### src/rtl/mem_wb_stage.sv
// MEM/WB pipeline register: drives the GPR write port one cycle after capture, owns HI/LO/LLbit
// with same-cycle bypass, and counts retired instructions. Stall/flush controls gate the capture.
module mem_wb_stage #(
  parameter int DATA_W = 32,
  parameter int ADDR_W = 5,
  parameter int CNT_W  = 32
) (
  input  logic              clk,
  input  logic              rst,
  input  logic              flush,
  input  logic              stall_mem,
  input  logic              stall_wb,
  input  logic              mem_valid,
  input  logic              mem_wreg,
  input  logic [ADDR_W-1:0] mem_wd,
  input  logic [DATA_W-1:0] mem_wdata,
  input  logic              mem_whilo,
  input  logic [DATA_W-1:0] mem_hi,
  input  logic [DATA_W-1:0] mem_lo,
  input  logic              mem_llbit_we,
  input  logic              mem_llbit_val,
  output logic              wb_wreg,
  output logic [ADDR_W-1:0] wb_wd,
  output logic [DATA_W-1:0] wb_wdata,
  output logic [DATA_W-1:0] hi_o,
  output logic [DATA_W-1:0] lo_o,
  output logic              llbit_o,
  output logic [CNT_W-1:0]  retire_cnt
);

  typedef struct packed {
    logic              valid;
    logic              wreg;
    logic [ADDR_W-1:0] wd;
    logic [DATA_W-1:0] wdata;
    logic              whilo;
    logic [DATA_W-1:0] hi;
    logic [DATA_W-1:0] lo;
    logic              llbit_we;
    logic              llbit_val;
  } pipe_t;

  pipe_t             pipe_q;
  pipe_t             pipe_cap;
  logic [DATA_W-1:0] hi_q;
  logic [DATA_W-1:0] lo_q;
  logic              llbit_q;

  // A bubble from MEM must never commit side effects, whatever its payload says.
  always_comb begin
    pipe_cap           = '0;
    pipe_cap.valid     = mem_valid;
    pipe_cap.wreg      = mem_valid & mem_wreg;
    pipe_cap.wd        = mem_wd;
    pipe_cap.wdata     = mem_wdata;
    pipe_cap.whilo     = mem_valid & mem_whilo;
    pipe_cap.hi        = mem_hi;
    pipe_cap.lo        = mem_lo;
    pipe_cap.llbit_we  = mem_valid & mem_llbit_we;
    pipe_cap.llbit_val = mem_llbit_val;
  end

  always_ff @(posedge clk or negedge rst) begin
    if (!rst) begin
      pipe_q     <= '0;
      hi_q       <= '0;
      lo_q       <= '0;
      llbit_q    <= 1'b0;
      retire_cnt <= '0;
    end else begin
      if (flush) begin
        pipe_q <= '0;
      end else if (stall_mem && !stall_wb) begin
        pipe_q <= '0;
      end else if (!stall_mem) begin
        pipe_q <= pipe_cap;
      end

      // A flushed instruction has not retired, so its HI/LO result is dropped.
      if (pipe_q.whilo && !flush) begin
        hi_q <= pipe_q.hi;
        lo_q <= pipe_q.lo;
      end

      if (flush) begin
        llbit_q <= 1'b0;
      end else if (pipe_q.llbit_we) begin
        llbit_q <= pipe_q.llbit_val;
      end

      if (!flush && !stall_mem && mem_valid) begin
        retire_cnt <= retire_cnt + {{(CNT_W-1){1'b0}}, 1'b1};
      end
    end
  end

  assign wb_wreg  = pipe_q.valid & pipe_q.wreg;
  assign wb_wd    = pipe_q.wd;
  assign wb_wdata = pipe_q.wdata;

  assign hi_o    = pipe_q.whilo ? pipe_q.hi : hi_q;
  assign lo_o    = pipe_q.whilo ? pipe_q.lo : lo_q;
  assign llbit_o = flush ? 1'b0 : (pipe_q.llbit_we ? pipe_q.llbit_val : llbit_q);

endmodule

### config.mk
export PLATFORM = sky130hd
export DESIGN_NAME = mem_wb_stage
export DESIGN_NICKNAME = d
export VERILOG_FILES = /design/src/rtl/mem_wb_stage.sv
export SDC_FILE = /design/constraint.sdc
export NUM_CORES = 1
export LEC_CHECK = 0
export ABC_AREA = 1
export BUFFER_PORTS_ARGS = -buffer_cell sky130_fd_sc_hd__buf_4
export CORE_UTILIZATION = 48
export DETAILED_ROUTE_END_ITERATION = 16
export PLACE_DENSITY_LB_ADDON = 0.2
export SYNTH_ARGS = -nofsm -noshare
export SYNTH_HDL_FRONTEND = slang
export SYNTH_SLANG_ARGS = --single-unit
### constraint.sdc
create_clock -name clk -period 1.4 [get_ports clk]
set_input_delay 0.28 -clock clk [delete_from_list [all_inputs] [get_ports clk]]
set_output_delay 0.28 -clock clk [all_outputs]
set_load 0.03 [all_outputs]
==> impl_results.md, run 1 <==
* Status: finished, violations left
* Failing checks: setup timing
* GPL Wtd Cong at a little under 0.9
* Pleak at approximately 6.7 nW
* Synth Net Count at 1192
* Initial antenna violation count at 0
* Worst min path class: input pin to flop
* Placed cell count at ~1500
* Commonest non-fill, non-tap cell in the layout: nand2_1
* Syn Inst Count at about 1100
* Synth Area in Compound Gates at 13.13%
* Crit path kind: flop to output pin
* Most frequent cells in the layout: nand2_1, buf_4, dfrtp_1
* Crit path capture type: output pin
* WP data arrival at 1650 ps
* Fin cells at 1666
* Layout area overhead at 55.12%
* Final Setup Violations at 85
* CTS tree: built
* Vias per cell at 5.182
* Post-Synth XOR/XNOR Area at 1.544%
* CP required at between 1000 and 1500 ps
* Max-cap viol count at 0
* Yosys synthesis warning count at 0
* H-Tree Level Count at 1
* Vias in the first global route at about 8200
* Die width at 139.5 µm
* Synthesized area per cell at roughly 8.4 µm²
* CP delay by family, top: flip-flops
* Die ar. at 19460 µm²
* Adder-Cell Fraction of Synth Area at 0.1379%
* Fin. Hold Viols at 0
* Worst-Skew Late Latency at about 500 ps
* Core area at 18270 µm²
* Global-route wire length before repair at approximately 40 mm
* Met2 global-route usage at a little over two fifths
* PortBufs at around 250
* Total Routed Length at 27.87 mm
* Cts bufs inserted at 22
* Slew headroom at approximately two thirds
* Worst path bufs/invs at 3
* Startpoint Class: flop
* Worst path slowest cell: dfrtp_2
* Worst Max-Slew Pin Slew at 476.5 ps
* Max VDD drop at 1089 µV
* Met3 global-route usage at roughly 5%
* # fillers at between 1000 and 1500
* #FFs+latches synth at just over 200
* Initial DRC count at about 430
* Worst path cell trace: inv_8, clkbuf_16, o21ai_2, buf_6
* # rows at 49
* Per-cell routed wire length at 16.73 µm
* Fmax at approximately 0.52 GHz
* Post-layout nets at between 1500 and 2000
* Die height at roughly 140 µm
* Final Core Density at between 70% and 80%
* Met1 GRT Util at between 30% and 40%
* Area of the mapped netlist at 9075 µm²
* CP max FO at 12
* DR vias at between 8000 and 9000
* Simple-Gate Fraction of Synth Area at around 18%
* DR pass1 iterations at 5
* Residual DRC at 0
* Fin. max-slew vios at 0
* Final WS setup at -530.2 ps
* Sequential-to-total area share from yosys stat at 55.98%
* Final worst-path cycle share at 137.9%
* Clock Pin Slew Worst Setup and Hold Paths at ~60 ps
* Routed Antenna Nets at 0
* Top Ports at about 250
* Clock skew at 8.648 ps
* Fraction of layout cells with a size suffix above 1 at a little over a third
* Multiplexer share of the synthesized area at 0%
* Post-synth cell types at 23
* Sink Count at 203
* Aggregate global-route resource usage at ~26%
* Final Power at 16.08 mW
* Power per Cell Area at between 1000 and 1500 nW/µm²
* Main combinational cell family by area after synthesis: simple AND/OR/NAND/NOR gates
* Diode count at 0
* RSZ-0062 raised after global routing: yes
* Hpwl dp at 15.52 mm
* Max clock buf depth at 3
* Post-layout min period at 1930 ps
* Gr busiest metal: met2
* Initial Util at between 40% and 50%
* Grt total ovfl at 0
* CTS root buf: clkbuf_16
* CP peak stage delay at 490 ps
* Largest net degree at the start of global routing at between 100 and 150
-- stage by stage --
| stage | cell area (µm²) | TNS, ps | worst slack (ps) | hold WS, ps |
|---|---|---|---|---|
| 2_1_floorplan | 9299 | -3581 | -125.3 | -15.59 |
| 3_3_place_gp | 11420 | 0 | 19.65 | 237.5 |
| 3_5_place_dp | 11420 | -12.93 | -6.523 | 247.5 |
| 4_1_cts | 13170 | -30340 | -523.0 | 0.4255 |
| 5_1_grt | 14080 | -35870 | -599.7 | 1.033 |
| 6_report | 14080 | -30840 | -530.2 | 8.654 |
-- repair_timing --
item / 4_1_cts / 5_1_grt
buffers inserted: 22 / 20
cloned: 0 / 10
setup endpoints to repair: 95 / 108
pin swaps: 3 / 30
endpoints found under the hold margin: 100 / 0
gates resized for setup: 65 / 148
hold buffers: 68 / 0
-- synthesized netlist by cell type, drive strengths merged --
library cell  number  share of area, %
nor2              37               2.1
nand2            310                13
inv              141               5.8
ha                 1              0.14
xnor2              7              0.68
nor3               4              0.22
o21ai            237                13
nand3b             5              0.41
dfrtp            203                56
xor2               9              0.87
buf               55               4.1
clkbuf            32               1.3
a21oi              1             0.055
nand4             12              0.83
nand3             26               1.4
-- per-layer routing --
| metal | vias up | routed length (µm) |
|---|---|---|
| met5 | - | 0 |
| met3 | 65 | 2035 |
| met4 | 0 | 761 |
| li1 | 4034 | - |
| met2 | 390 | 13770 |
| met1 | 4145 | 11300 |
-- state kept, by name (all words and copies together) (netlist names) --
register,flops
hi_q,32
wb_wdata,32
retire_cnt,32
lo_q,32
pipe_q,69
wb_wd,5
llbit_q,1
-- report_power, final --
group | leakage (nW) | total (mW) | switching, mW | internal, mW
Combinational | 3.64 | 3.74 | 2.08 | 1.65
Clock | 0.350 | 5.65 | 2.31 | 3.35
Sequential | 2.69 | 6.69 | 0.360 | 6.33
Total | 6.69 | 16.1 | 4.75 | 11.3
-- tightest hold or removal path: stages --
cell and delay [ps]:
buf_4 80, nand2_1 40, o21ai_0 60
-- cell families (layout without fill, tap and decap cells) --
logic type	Yosys count	after routing
AND/OR/NAND/NOR	394	394
buffers and inverters	228	585
adder cells (fa/ha/maj)	1	1
AO/OA/AOI/OAI	238	238
flip-flops	203	203
XOR/XNOR	16	16
-- layout make-up --
cell class / count / area (µm²) / area share [%]
repair buffers: 404 / 3814 / 27.09
flip-flops and latches: 203 / 5105 / 36.26
repair inverters: 1 / 11.26 / 0.07999
inverters: 141 / 536.8 / 3.813
multi-input cells: 649 / 3625 / 25.75
clock inverters: 7 / 60.06 / 0.4266
well taps: 229 / 286.5 / 2.035
clock buffers: 32 / 639.4 / 4.542
-- path summary, 6_finish.rpt --
check | startpoint | to | slack (ps) | cells past startpoint
worst max-delay path | pipe_q[66] | lo_o[8] | -530 | 4
worst min-delay path | mem_hi[22] | pipe_q[56] | 9 | 3
worst max register to register | retire_cnt[0] | retire_cnt[12] | -110 | 7
worst min register to register | lo_q[31] | lo_q[31] | 480 | 2
max in group asynchronous | rst | wb_wdata[27] | 520 | 3
min in group asynchronous | rst | pipe_q[45] | 280 | 2
No activity file was read; power rests on OpenSTA's default activity.
==> inputs of run 2 (changes only) <==
CORE_ASPECT_RATIO = 2   (was not set)
HOLD_SLACK_MARGIN = 0.15   (was not set)
==> run 2 against run 1 <==
Net effect:
- the flow still finishes with violations (setup timing)
- via count rose by 3.1%
- global-route usage rose by 3.1 points
- die area rose by 0.17%
- register-to-register slack improved by 70 ps
- combinational power rose by 3%
- sequential cell count did not move
- clock power fell by 5.8%
- utilization rose by 1.6 points
- clock skew rose by 2.3 ps
- fmax rose by 2.9%
- largest power group unchanged
- highest routed layer unchanged
==> impl_results.md, run 2 (synthesis results as in run 1) <==
* Net Sw Frac at 29.09% (-0.45 points)
* Residual DRC at 0 (unchanged)
* Grt total ovfl at 0 (unchanged)
* Clock skew at 10.97 ps (+2.321 ps)
* CTS root buf: clkbuf_16
* Fmax at 0.5332 GHz (+2.9%)
* Final WS setup at -475.5 ps (+54.74 ps)
* Placed cell count at 1519 (+0.53%)
* # rows at 70 (+43%)
* Final worst-path cycle share at 134.0% (-3.9 points)
* Worst hold slack at 201.6 ps (+192.9 ps)
* RSZ-0062 raised after global routing: yes
* Setup TNS at -29330 ps (+1512 ps)
* CP max FO at 15 (+3)
* Hpwl dp at 17.18 mm (+11%)
* Die width at 99.23 µm (-29%)
* H-Tree Level Count at 1 (unchanged)
* DR vias at 8903 (+3.1%)
* Reg2reg path depth at 8 (+1)
* Routed Antenna Nets at 0 (unchanged)
* GPL Wtd Cong at 0.9686 (+9.3%)
* PortBufs at 245 (unchanged)
* Seq pwr share at 42.1% (+0.5 points)
* Most frequent cells in the layout: nand2_1, buf_4, dfrtp_1
* Initial DRC count at 430 (+0.94%)
* Slew headroom at 72.52% (+4.3 points)
* CP peak stage delay at 490 ps (about the same)
* CP delay by family, top: flip-flops
* Worst min path class: input pin to flop
* Vias in the first global route at 9107 (+12%)
* Commonest non-fill, non-tap cell in the layout: nand2_1
* Int Pwr at 11.26 mW (-0.60%)
* Switching power at 4.620 mW (-2.7%)
* Per-cell routed wire length at 17.20 µm (+2.8%)
* Max VDD drop at 1299 µV (+19%)
* WP data arrival at 1600 ps (-50 ps)
* Vias per cell at 5.265 (+1.6%)
* Sink Count at 203 (unchanged)
* Startpoint Class: flop
* Pleak at 6.845 nW (+2.4%)
* Post-layout min period at 1875 ps (-54.74 ps)
* Design Area, Final at 14470 µm² (+2.8%)
* CTS tree: built
* Worst path cell trace: inv_8, buf_12, nand2_1, o21ai_4, buf_6
* Initial Util at 49.34% (-0.33 points)
* Core area at 18390 µm² (+0.67%)
* Logic pwr share at 24.4% (+1.2 points)
* CP required at 1120 ps (about the same)
* Cts bufs inserted at 18 (-18%)
* Fin cells at 1691 (+1.5%)
* Power per Cell Area at 1098 nW/µm² (-3.9%)
* Largest net degree at the start of global routing at 54 (-50%)
* Total Routed Length at 29.08 mm (+4.4%)
* Aggregate global-route resource usage at 28.62% (+3.1 points)
* Crit path capture type: output pin
* Final Setup Violations at 86 (+1.2%)
* Final Core Density at 78.66% (+1.6 points)
* Clk pwr share at 33.5% (-1.7 points)
* Clock Pin Slew Worst Setup and Hold Paths at 70 ps (about the same)
* Reg-to-reg endpoint: retire_cnt[22]
* Failing checks: setup timing
* Status: finished, violations left
* Final Power at 15.88 mW (-1.2%)
* Max-cap viol count at 0 (unchanged)
* Worst path slowest cell: dfrtp_2
* Worst r2r src: retire_cnt[15]
* Fin. max-slew vios at 0 (unchanged)
* Fin. Hold Viols at 0 (unchanged)
* DR pass1 iterations at 5 (unchanged)
* Dpl ws at -71.56 ps (-65.04 ps)
* HP Start: stall_wb
* Top Ports at 246 (unchanged)
* Post-layout nets at 1575 (+2.7%)
* Largest register by flop count: pipe_q
* Die ar. at 19490 µm² (+0.17%)
* Worst Max-Slew Pin Slew at 412.2 ps (-64.31 ps)
* Layout area overhead at 59.42%
* Cell depth of the worst min-delay path at 3 (unchanged)
* Global-route wire length before repair at 44.13 mm (+9.5%)
* Crit path kind: flop to output pin
* Area after DPL at 11610 µm² (+1.7%)
* Max FFs per register at 69 (unchanged)
* Worst path bufs/invs at 3 (unchanged)
* Min-Delay Endpoint: pipe_q[2]
* Die height at 196.5 µm (+41%)
* Max clock buf depth at 3 (unchanged)
* Worst-Skew Late Latency at 480 ps (-20 ps)
* Fraction of layout cells with a size suffix above 1 at 35.41% (-1.1 points)
* R2R Setup Slk at -40 ps (+70 ps)
* Initial antenna violation count at 0 (unchanged)
## run 2: layout make-up
| type | count | area, µm² |
|---|---|---|
| Antenna cell | 1 | 2.502 |
| Clock buffer | 22 | 506.7 |
| Clock inverter | 9 | 132.6 |
| Fill cell | 1117 | 3925 |
| Inverter | 141 | 536.8 |
| Multi-Input combinational cell | 649 | 3583 |
| Sequential cell | 203 | 5111 |
| Tap cell | 216 | 270.3 |
| Timing Repair Buffer | 449 | 4313 |
| Timing Repair inverter | 1 | 11.26 |
## run 2: worst max path at each step
| stage | start | to | cells after the start | slack (ps) |
|---|---|---|---|---|
| after global placement | pipe_q[66] | hi_o[20] | 5 | -20 |
| final | pipe_q[66] | lo_o[28] | 5 | -480 |
| after CTS | pipe_q[66] | hi_o[0] | 5 | -500 |
| after detailed placement | retire_cnt[11] | retire_cnt[25] | 8 | -70 |
| after floorplan | pipe_q[66] | hi_o[29] | 4 | -130 |
| after global routing | pipe_q[66] | lo_o[28] | 5 | -540 |
## run 2: worst reg2reg max path: cells and delay by family (launching register included)
kind | cells | cell delay, ps
buffers and inverters | 1 | 130
DFF | 1 | 370
and+or+nand+nor | 7 | 840
## run 2: power by group through the flow
stage                     clock network [mW]  logic [mW]  registers [mW]
after global routing                    5.59        4.14            6.74
after CTS                               5.43        3.67            6.63
after global placement                     0        3.03            6.69
final                                   5.32        3.87            6.69
after detailed placement                   0        3.07            6.72
after floorplan                            0        1.56            6.83
## run 2: routing by layer
metal | wire length [µm] | share of wire [%] | GRT usage, % | up-vias
met5 | 0 | 0 | 0 | -
met4 | 1733 | 6.0 | 16.07 | 0
met3 | 1503 | 5.2 | 3.865 | 136
met2 | 16240 | 56 | 53.52 | 395
met1 | 9610 | 33 | 30.25 | 4255
li1 | - | - | - | 4117
## run 2: timing repair
action | CTS | global route
pin swaps | 19 | 27
resized for setup | 122 | 87
hold buffers | 107 | 0
buffers inserted | 20 | 8
hold endpoints to repair | 309 | 0
cloned | 4 | 5
setup endpoints to repair | 100 | 109
==> inputs of run 3 (changes only) <==
CORE_UTILIZATION = 50   (was 48)
clock period = 2.43 ns   (was 1.4 ns; I/O delays follow)
==> run 3 against run 2 <==
Net effect:
- sequential cell count unchanged
- register-to-register slack better by 850 ps
- sequential share of layout area up 8.5 points
- wire length down 20%
- the flow now finishes without violations
==> impl_results.md, run 3 (synthesis results as in run 1) <==
* Worst setup path end: lo_o[1]
* Register area at 5080 µm² (-0.61%)
* Most frequent cells in the layout: nand2_1, buf_4, o21ai_0
* DR pass1 iterations at 5 (unchanged)
* Switching power at 2.426 mW (-47%)
* Int Pwr at 6.055 mW (-46%)
* Per-cell routed wire length at 15.54 µm (-9.7%)
* Worst Max-Slew Pin Slew at 1020 ps (+607.8 ps)
* Residual DRC at 0 (unchanged)
* Clock Pin Slew Worst Setup and Hold Paths at 70 ps (about the same)
* Aggregate global-route resource usage at 24.60% (-4.0 points)
* Total Routed Length at 23.37 mm (-20%)
* CTS tree: built
* Initial antenna violation count at 0 (unchanged)
* Logic pwr share at 18.1% (-6.3 points)
* Reg2reg path depth at 6 (-2)
* Worst hold slack at 201.8 ps (+0.2430 ps)
* WP data arrival at 1850 ps (+250 ps)
* Clock skew at 6.811 ps (-4.159 ps)
* Post-CTS setup buffers at 0 (-100%)
* Slew headroom at 32.00% (-41 points)
* Core area at 17780 µm² (-3.3%)
* Pleak at 5.674 nW (-17%)
* Post-layout nets at 1390 (-12%)
* H-Tree Level Count at 1 (unchanged)
* PortBufs at 245 (unchanged)
* Power per Cell Area at 732.5 nW/µm² (-33%)
* # fillers at 1568 (+40%)
* Reg-to-reg endpoint: retire_cnt[20]
* Top Ports at 246 (unchanged)
* Worst setup startpoint: pipe_q[66]
* Max-cap viol count at 0 (unchanged)
* Setup TNS at 0 ps (+29330 ps)
* Vias in the first global route at 7387 (-19%)
* Fin. Hold Viols at 0 (unchanged)
* Routed Antenna Nets at 0 (unchanged)
* Seq pwr share at 44.8% (+2.7 points)
* # rows at 69 (-1.4%)
* Largest register by flop count: pipe_q
* Layout area overhead at 27.58%
* Cts bufs inserted at 19 (+1)
* Global-route wire length before repair at 36.94 mm (-16%)
* Max clock buf depth at 3 (unchanged)
* Worst min path class: input pin to flop
* Post-layout min period at around 2300 ps
* Largest net degree at the start of global routing at 107 (+98%)
* Max FFs per register at 69 (unchanged)
* Initial DRC count at 416 (-3.3%)
* Sink Count at 203 (unchanged)
* DR vias at 7593 (-15%)
* Worst-Skew Late Latency at 490 ps (about the same)
* Status: complete, no violations
* CTS root buf: clkbuf_16
* Vias per cell at 5.049 (-4.1%)
* Max VDD drop at 648.8 µV (-50%)
* Final worst-path cycle share at between 90% and 100%
* CP max FO at 24 (+9)
* Area of the multi-input gates at 2994 µm² (-16%)
* Initial Util at 51.03% (+1.7 points)
* Die ar. at 18730 µm² (-3.9%)
* Grt total ovfl at 0 (unchanged)
* Startpoint Class: flop
* GPL Wtd Cong at 0.8419 (-13%)
* Crit path kind: flop to output pin
* Die width at 97.26 µm (-2.0%)
* Fin. max-slew vios at 0 (unchanged)
* Die height at 192.5 µm (-2.0%)
* Worst r2r src: retire_cnt[11]
* R2R Setup Slk at 810 ps (+850 ps)
* Clk pwr share at 37.1% (+3.6 points)
* CP required at 1940 ps (+820 ps)
* Diode count at 0 (-1)
* Commonest non-fill, non-tap cell in the layout: nand2_1
* Fmax at around 0.43 GHz
* Crit path capture type: output pin
* Net Sw Frac at 28.60% (-0.48 points)
* Fraction of layout cells with a size suffix above 1 at 24.24% (-11 points)
* Hpwl dp at 16.15 mm (-6.0%)
* Final Setup Violations at 0 (-100%)
* Final Power at 8.481 mW (-47%)
[run 3: cell count changes in the layout (fill, tap and decap cells not counted), moves of 12 or more]
cell           before  now
o21ai_2            38    0
buf_4             232  257
nand3_1            13   25
buf_6              84    0
nor2_1              8   26
o21ai_0           168  234
buf_12             18    4
dfrtp_2            25    0
dlygate4sd3_1     107    1
nand2_1           287  306
o21ai_4            14    0
dfrtp_1           178  203
o21ai_1            17    3
[run 3: routing by layer]
| layer | up-vias | global-route usage [%] | routed length [µm] |
|---|---|---|---|
| met5 | - | 0 | 0 |
| met4 | 0 | 12.56 | 1141 |
| met3 | 62 | 3.151 | 1095 |
| met2 | 211 | 45.10 | 12430 |
| met1 | 3585 | 27.96 | 8705 |
| li1 | 3735 | - | - |
[run 3: final cells by class]
cell class                 instances  area share [%]
tap                              213           2.302
multi-input combinational        649           25.86
inverter                         141           4.615
timing repair buffer             263           17.56
timing repair inverter             1         0.04323
clock buffer                      26           4.852
sequential                       203           43.88
clock inverter                     8          0.8862
[run 3: critical path, stage by stage, from the launching register on]
cell      delay, ps
dfrtp_1         490
clkinv_4        170
buf_4           240
o21ai_0         240
buf_4           200
[run 3: worst min path at each step]
stage | to | slack (ps) | from | cells after the start
6_report | wb_wdata[2] | 200 | mem_wdata[2] | 3
4_1_cts | wb_wdata[13] | 190 | mem_wdata[13] | 3
3_5_place_dp | hi_q[30] | 470 | hi_q[30] | 2
5_1_grt | pipe_q[12] | 200 | mem_lo[10] | 3
2_1_floorplan | hi_q[0] | 190 | rst | 0
3_3_place_gp | hi_q[11] | 470 | hi_q[11] | 2
[run 3: what timing repair did]
| item | in CTS | in global routing |
|---|---|---|
| gates cloned | 0 | 1 |
| gates resized for setup | 2 | 0 |
| hold buffers | 1 | 0 |
| setup endpoints to repair | 18 | 2 |
| endpoints found under the hold margin | 66 | 0 |
[run 3: power groups by stage]
stage,clock network (mW),logic (mW),registers [mW]
detailed placement,0,1.55,3.86
floorplan,0,0.815,3.92
global placement,0,1.53,3.85
finish,3.15,1.54,3.80
global route,3.33,1.68,3.83
CTS,3.21,1.56,3.80
[run 3: metrics by stage]
stage / instances / cell area, µm² / util, % / setup slack [ps]
global route: 1504 / 11580 / 65.10 / -0.4177
detailed placement: 1468 / 10890 / 61.26 / 343.8
CTS: 1503 / 11570 / 65.07 / 59.57
finish: 1504 / 11580 / 65.10 / 97.65
floorplan: 1080 / 9075 / - / 388.2
global placement: 1468 / 10890 / 61.26 / 369.3
